===== config.mk =====
export PLATFORM = sky130hd
export DESIGN_NAME = spi_slave_port
export DESIGN_NICKNAME = d
export VERILOG_FILES = /design/src/rtl/spi_pkg.sv /design/src/rtl/spi_shift_reg.sv /design/src/rtl/spi_slave_port.sv
export SDC_FILE = /design/constraint.sdc
export NUM_CORES = 1
export LEC_CHECK = 0
export BUFFER_PORTS_ARGS = -buffer_cell sky130_fd_sc_hd__clkbuf_2
export CAP_MARGIN = 20
export CORE_MARGIN = 3
export CORE_UTILIZATION = 43
export CTS_BUF_LIST = sky130_fd_sc_hd__clkbuf_8
export DETAILED_ROUTE_END_ITERATION = 8
export GPL_TIMING_DRIVEN = 0
export PLACE_DENSITY = 0.69
export SETUP_SLACK_MARGIN = 0.15
export SLEW_MARGIN = 40
export SYNTH_ARGS = -nofsm -noshare
export SYNTH_HDL_FRONTEND = slang
export SYNTH_HIERARCHICAL = 1
export SYNTH_SLANG_ARGS = --single-unit

===== constraint.sdc =====
create_clock -name clock -period 2.19 [get_ports clock]
set_input_delay 0.1095 -clock clock [delete_from_list [all_inputs] [get_ports clock]]
set_output_delay 0.1095 -clock clock [all_outputs]
set_load 0.01 [all_outputs]

===== src/rtl/spi_pkg.sv =====
// Shared types and sizing helpers for the SPI slave port.
// Optional feature macro: SPI_SLAVE_PARITY_EN (adds an even-parity bit after the payload).
package spi_pkg;

  typedef enum logic [1:0] {
    IDLE,
    START,
    SHIFT,
    WAIT_HIGH
  } spi_state_t;

  localparam int SPI_DATALEN = 64;

`ifdef SPI_SLAVE_PARITY_EN
  localparam int SPI_PARITY_BITS = 1;
`else
  localparam int SPI_PARITY_BITS = 0;
`endif

  function automatic int spi_frame_bits(input int datalen);
    return datalen + SPI_PARITY_BITS;
  endfunction

  function automatic int spi_cnt_width(input int nbits);
    return $clog2(nbits + 1);
  endfunction

endpackage


===== src/rtl/spi_shift_reg.sv =====
// LSB-first shift register with parallel load; load has priority over shift.
// o_next is the value the register takes on a shift, so callers can use a completed word without waiting a cycle.
module spi_shift_reg #(
  parameter int WIDTH = 8
) (
  input  logic             clock,
  input  logic             reset_n,
  input  logic             i_load,
  input  logic [WIDTH-1:0] i_load_data,
  input  logic             i_shift,
  input  logic             i_shift_in,
  output logic [WIDTH-1:0] o_next,
  output logic             o_lsb
);

  logic [WIDTH-1:0] r_data;

  assign o_next = {i_shift_in, r_data[WIDTH-1:1]};
  assign o_lsb  = r_data[0];

  always_ff @(posedge clock or negedge reset_n) begin
    if (!reset_n) begin
      r_data <= '0;
    end else if (i_load) begin
      r_data <= i_load_data;
    end else if (i_shift) begin
      r_data <= o_next;
    end
  end

endmodule


===== src/rtl/spi_slave_port.sv =====
// Same-clock SPI slave endpoint: receives LSB-first frames on MOSI, returns a buffered word on MISO.
// Optional feature macro: SPI_SLAVE_PARITY_EN (even parity bit appended to both directions).
module spi_slave_port
  import spi_pkg::*;
#(
  parameter int DATALEN = SPI_DATALEN
) (
  input  logic               clock,
  input  logic               reset_n,
  input  logic               SS_n,
  input  logic               MOSI,
  output logic               MISO,
  input  logic [DATALEN-1:0] txData,
  input  logic               txValid,
  output logic               txReady,
  output logic [DATALEN-1:0] rxData,
  output logic               rxValid,
  input  logic               rxReady,
  output logic               frameErr,
  output logic               overrun
);

  localparam int NBITS = spi_frame_bits(DATALEN);
  localparam int CW    = spi_cnt_width(NBITS);
  localparam logic [CW-1:0] LAST_CNT = CW'(NBITS - 1);

  spi_state_t         r_state;
  logic [CW-1:0]      r_count;
  logic [DATALEN-1:0] r_rx_data;
  logic               r_rx_valid;
  logic               r_tx_full;
  logic               r_frame_err;
  logic               r_overrun;

  logic               w_in_frame;
  logic               w_sample;
  logic               w_abort;
  logic               w_last;
  logic               w_accept;
  logic               w_par_ok;
  logic               w_tx_load;
  logic [NBITS-1:0]   w_rx_next;
  logic [NBITS-1:0]   w_tx_load_word;
  logic               w_tx_lsb;
  logic               w_rx_unused_lsb;
  logic [NBITS-1:0]   w_tx_unused_next;

  assign w_in_frame = (r_state == START) || (r_state == SHIFT);
  assign w_sample   = w_in_frame && !SS_n;
  assign w_abort    = w_in_frame && SS_n;
  // START always samples bit 0, so only SHIFT can hold the final bit.
  assign w_last     = w_sample && (r_state == SHIFT) && (r_count == LAST_CNT);
  assign w_accept   = !r_rx_valid || rxReady;
  assign w_tx_load  = txValid && txReady;

`ifdef SPI_SLAVE_PARITY_EN
  assign w_par_ok       = ((^w_rx_next[DATALEN-1:0]) == w_rx_next[DATALEN]);
  assign w_tx_load_word = {^txData, txData};
`else
  assign w_par_ok       = 1'b1;
  assign w_tx_load_word = txData;
`endif

  spi_shift_reg #(.WIDTH(NBITS)) u_rx_shift (
    .clock       (clock),
    .reset_n     (reset_n),
    .i_load      (w_abort),
    .i_load_data ('0),
    .i_shift     (w_sample),
    .i_shift_in  (MOSI),
    .o_next      (w_rx_next),
    .o_lsb       (w_rx_unused_lsb)
  );

  spi_shift_reg #(.WIDTH(NBITS)) u_tx_shift (
    .clock       (clock),
    .reset_n     (reset_n),
    .i_load      (w_tx_load),
    .i_load_data (w_tx_load_word),
    .i_shift     (w_sample),
    .i_shift_in  (1'b0),
    .o_next      (w_tx_unused_next),
    .o_lsb       (w_tx_lsb)
  );

  always_ff @(posedge clock or negedge reset_n) begin
    if (!reset_n) begin
      r_state     <= IDLE;
      r_count     <= '0;
      r_rx_data   <= '0;
      r_rx_valid  <= 1'b0;
      r_tx_full   <= 1'b0;
      r_frame_err <= 1'b0;
      r_overrun   <= 1'b0;
    end else begin
      r_frame_err <= 1'b0;
      r_overrun   <= 1'b0;
      if (r_rx_valid && rxReady) begin
        r_rx_valid <= 1'b0;
      end
      if (w_tx_load) begin
        r_tx_full <= 1'b1;
      end

      unique case (r_state)
        IDLE: begin
          r_count <= '0;
          if (!SS_n) begin
            r_state <= START;
          end
        end
        START, SHIFT: begin
          if (SS_n) begin
            r_frame_err <= 1'b1;
            r_tx_full   <= 1'b0;
            r_count     <= '0;
            r_state     <= IDLE;
          end else if (w_last) begin
            r_count   <= '0;
            r_tx_full <= 1'b0;
            r_state   <= WAIT_HIGH;
            // A completed frame overrides the consume-clear above.
            if (!w_par_ok) begin
              r_frame_err <= 1'b1;
            end else if (w_accept) begin
              r_rx_data  <= w_rx_next[DATALEN-1:0];
              r_rx_valid <= 1'b1;
            end else begin
              r_overrun <= 1'b1;
            end
          end else begin
            r_count <= r_count + CW'(1);
            r_state <= SHIFT;
          end
        end
        WAIT_HIGH: begin
          if (SS_n) begin
            r_state <= IDLE;
          end
        end
        default: r_state <= IDLE;
      endcase
    end
  end

  assign MISO     = (!SS_n && r_tx_full) ? w_tx_lsb : 1'b0;
  assign txReady  = (r_state == IDLE) && !r_tx_full;
  assign rxData   = r_rx_data;
  assign rxValid  = r_rx_valid;
  assign frameErr = r_frame_err;
  assign overrun  = r_overrun;

endmodule


After elaboration in Yosys (flattened, before gate mapping)
Cells that the tools add are included.

Output and inout port bits: 69. Logic and storage cells: 65. Register bits after elaboration: 205. Bits of input ports: 70.

Add/subtract/negate cells: 1. Reduce and logical (&&, ||, !) cells: 20. Multiplexer cells: 28. Bitwise operators: 1. Equality and inequality tests: 6.

Operators by type and width (count): 2-to-1 mux 64 bit (4); 2-to-1 mux 1 bit (17); 2-to-1 mux 7 bit (2); case mux 7 bit (2 select lines) (1); logical AND 1 bit (8); adder 7 x 1 -> 7 bit (second input constant) (1); equality test 7 x 6 -> 1 bit (second input constant) (1); 2-to-1 mux 2 bit (3); case mux 2 bit (3 select lines) (1); nonzero test 2 bit (3); equality test 2 bit (second input constant) (2); inequality test 2 bit (second input constant) (2); AND reduction 4 bit (1); logical NOT 1 bit (3); equality test 2 x 1 -> 1 bit (second input constant) (1); logical NOT 2 bit (1); logical OR 1 bit (2); AND reduction 2 bit (1); OR reduction 2 bit (1); NOT 1 bit (1).

Longest topological paths before layout
Depth after elaboration: 8. Depth in mapped cells: 8. Depth with buffers taken out: 7.

Modules after synthesis
Netlist, hierarchy kept.

By module, submodules not included: spi_shift_reg (cells an instance 278, seq. area each 1601.5 sq um, times used 2, area each 2972.9 sq um); spi_slave_port (cells an instance 212, seq. area each 1926.8 sq um, times used 1, area each 3420.8 sq um).

Least setup slack after synthesis
Ideal clock, no wire load.

Kind: flip-flop to flip-flop. Start point: reg r_state[0]. End point: reg r_rx_data[0], in the netlist rxData[0]. Required time: 2065 ps. Slack: 174 ps. Arrival: 1891 ps. Setup time: 125 ps. Stages on the path, launching flop included: 9. Path buffers: 2. Clock period less this slack: 2016 ps. Path through: dfrtp_1 -> inv_1 -> ha_1 -> or2b_4 -> inv_2 -> and3_4 -> buf_12 -> buf_12 -> mux2_4.

Word-level cells in the longest chain between the ends: 6. Elaborated cells between the ends (all ways): 8. Classes of those cells: eq/ne: 2; reduce/logical: 6.

Ends and longest elaborated chain: start, declared (line spi_slave_port.sv:27) `spi_state_t r_state;`; start signal, assigned (line spi_slave_port.sv:88) `r_state <= IDLE;`; start signal, assigned (line spi_slave_port.sv:109) `r_state <= START;`; start signal, assigned (line spi_slave_port.sv:117) `r_state <= IDLE;`; equality test 2 x 1 -> 1 bit or equality test 2 bit (tied branches) (line spi_slave_port.sv:48) `assign w_in_frame = (r_state == START) || (r_state == SHIFT);`; logical OR 1 bit * (line spi_slave_port.sv:48); logical AND 1 bit * (line spi_slave_port.sv:49) `assign w_sample = w_in_frame && !SS_n;`; named net w_sample (line spi_slave_port.sv:36) `logic w_sample;`; logical AND 1 bit * (2 in a row) (line spi_slave_port.sv:52) `assign w_last = w_sample && (r_state == SHIFT) && (r_count == LAST_CNT);`; AND reduction 4 bit (no source line) *; end signal, assigned (line spi_slave_port.sv:126) `r_rx_data <= w_rx_next[DATALEN-1:0];`; end, declared (line spi_slave_port.sv:29) `logic [DATALEN-1:0] r_rx_data;`.

Mark *: on every way through the listed nets, which the timed path passes. The rest lies on a longest branch. A chain may end at the register's enable or synchronous reset.

Worst setup path in the final report
Start point: reg r_state[1]. End point: reg r_rx_data[31], in the netlist rxData[31].

The elaborated chain is that of the path after synthesis.

==> impl_metrics.csv <==
group,metric,value,unit
sta,hold_slack,0.1459,ns
global_route,grt_pass1_vias,7013,
global_route,grt_max_degree,58,
layout,nets,1174,
global_route,grt-ovfl-total,0,
placed_design,place_area,10680,sq um
placed_design,place_ws,-0.05134,ns
sta,setup_viol,0,
layout,final_area,12610,sq um
setup_path,critPathKind,"flop to flop",
setup_path,slowest_delay,0.36,ns
sta,rsz0062_at_grt,"yes",
sta,finalCritPeriodShare,94.37,%
run,drv_cap,0,
detailed_routing,vias_per_cell,4.824,
detailed_routing,wl_per_cell,15.31,um
layout,regArea,5105,sq um
setup_path,crit_path_end_kind,"flop",
layout,multi_input_area,4016,sq um
detailed_routing,first_pass_iters,4,
layout,fillers,1693,
detailed_routing,routed_wl,21.37,mm
power,finalPower,14.63,mW
sta,skew,0.02317,ns
worst_hold_path,hp-class,"input pin to asynchronous set/reset pin",
floorplanning,die_w,153.2,um
setup_path,startpoint,"r_state[1]",
synth,synth.cell_area,9315,sq um
power,power_density,1161,nW/um^2
layout,layout_commonest_cell,"dfrtp_1",
sta,fmax,483.8,MHz
clock_network,cts_tree,"yes",
floorplanning,start_util,44.04,%
clock_network,clock-root-buffer,"clkbuf_8",
setup_path,crit_arrival,2.45,ns
global_route,grt_pass1_wl,35.08,mm
synth,synthCells,763,
global_route,grt_use_total,17.92,%
clock_network,cts.sinks,204,
layout,syn_to_final_growth,35.33,%
placed_design,dpl.hpwl,13.37,mm
detailed_routing,drc,0,
layout,drive_gt1_share,30.89,%
floorplanning,rows,53,
setup_path,slowest_stage,"dfrtp_1",
setup_path,cp.required,2.58,ns
layout,final_cell_mix,"dfrtp_1, clkbuf_2, nand2_1, o21ai_1, mux2i_1",
floorplanning,die_y,153.2,um
power,irDropWorstVdd,602.4,uV
sta,worst_slack,0.1232,ns
floorplanning,core,21150,sq um
floorplanning,ios,139,
sta,drv_slew,0,
sta,hold_violations,0,
setup_path,crit_family,"buffers and inverters",
clock_network,cts.clk_slew.worst_paths,0.06,ns
detailed_routing,drt_iter0_drc,252,
setup_path,rr_startpoint,"r_state[1]",
clock_network,cts_buffers,36,
power,p_leak,5.989,nW
status,status,"complete, no violations",
synth,syn_avg_cell_area,12.21,sq um
clock_network,insertion_delay,0.50,ns
setup_path,startpoint_type,"flop",
sta,setup_tns,0,ns
setup_path,critPathMaxFanout,10,
setup_path,crit_buf_inv,4,
sta,timing_worst_slew_pin_value,0.5247,ns
setup_path,path_cells,"inv_1 -> ha_4 -> or2b_4 -> clkinv_4 -> and3_4 -> bufbuf_16 -> buf_12 -> mux2_4",
floorplanning,dieArea,23470,sq um
clock_network,ctsLongestPathBuffers,3,
detailed_routing,ant_nets,0,
sta,min_period,2.067,ns
detailed_routing,vias,6735,
placed_design,io_buffers,138,
sta,slew_headroom,65.02,%
placed_design,gp_congestion,0.7418,
synth,ys_warn_count,6,
clock_network,htreeDepth,2,
global_route,antenna_found_initial,0,
per-stage QoR:
step | util [%] | instances
3_5_place_dp | 50.48 | 1242
4_1_cts | 58.33 | 1384
3_3_place_gp | 50.04 | 1239
5_1_grt | 59.58 | 1395
2_1_floorplan | - | 826
6_report | 59.59 | 1396
final cells by class:
cell class / instances / share of cell area [%]
Clock inverter: 9 / 0.5062
Inverter: 4 / 0.1588
Clock buffer: 50 / 5.459
Timing Repair Buffer: 235 / 14.46
Buffer: 51 / 4.308
Multi-Input combinational cell: 567 / 31.86
Sequential cell: 204 / 40.50
Antenna cell: 1 / 0.01985
Tap cell: 275 / 2.730
timing repair:
item | CTS | global route
pin swaps | 1 | 0
buffers inserted | 11 | 8
resized for setup | 5 | 42
gates cloned | 3 | 3
endpoints found under the hold margin | 218 | 0
setup endpoints to repair | 184 | 178
hold buffers | 69 | 0
routing by layer:
layer	vias to the layer above	track usage, %	part of all wire (%)
met1	3296	23.02	44
met2	125	29.92	49
met4	0	7.552	3.0
met3	49	3.313	3.6
li1	3265	-	-
met5	-	0	0
registers in the layout, indices dropped and copies added (netlist names):
name / flops
u_rx_shift/r_data: 63
r_count: 7
r_tx_full: 1
rxValid: 1
u_tx_shift/r_data: 64
frameErr: 1
r_state: 2
overrun: 1
rxData: 64
final timing paths:
kind / endpoint / slack [ns] / cells after the start
min in group clock: u_tx_shift/r_data[55] / 0.37 / 4
min reg2reg: r_count[6] / 0.47 / 1
min: u_tx_shift/r_data[41] / 0.15 / 2
max in group asynchronous: u_rx_shift/r_data[16] / 1.12 / 4
max reg2reg: rxData[31] / 0.12 / 8
max: rxData[31] / 0.12 / 8
report_power, final:
group,switching [mW],total (mW),internal (mW)
clock network,1.49,3.61,2.13
logic,2.63,5.19,2.56
registers,0.838,5.83,4.99
total,4.96,14.6,9.67
Note: power is estimated with default switching activity, not from simulation.
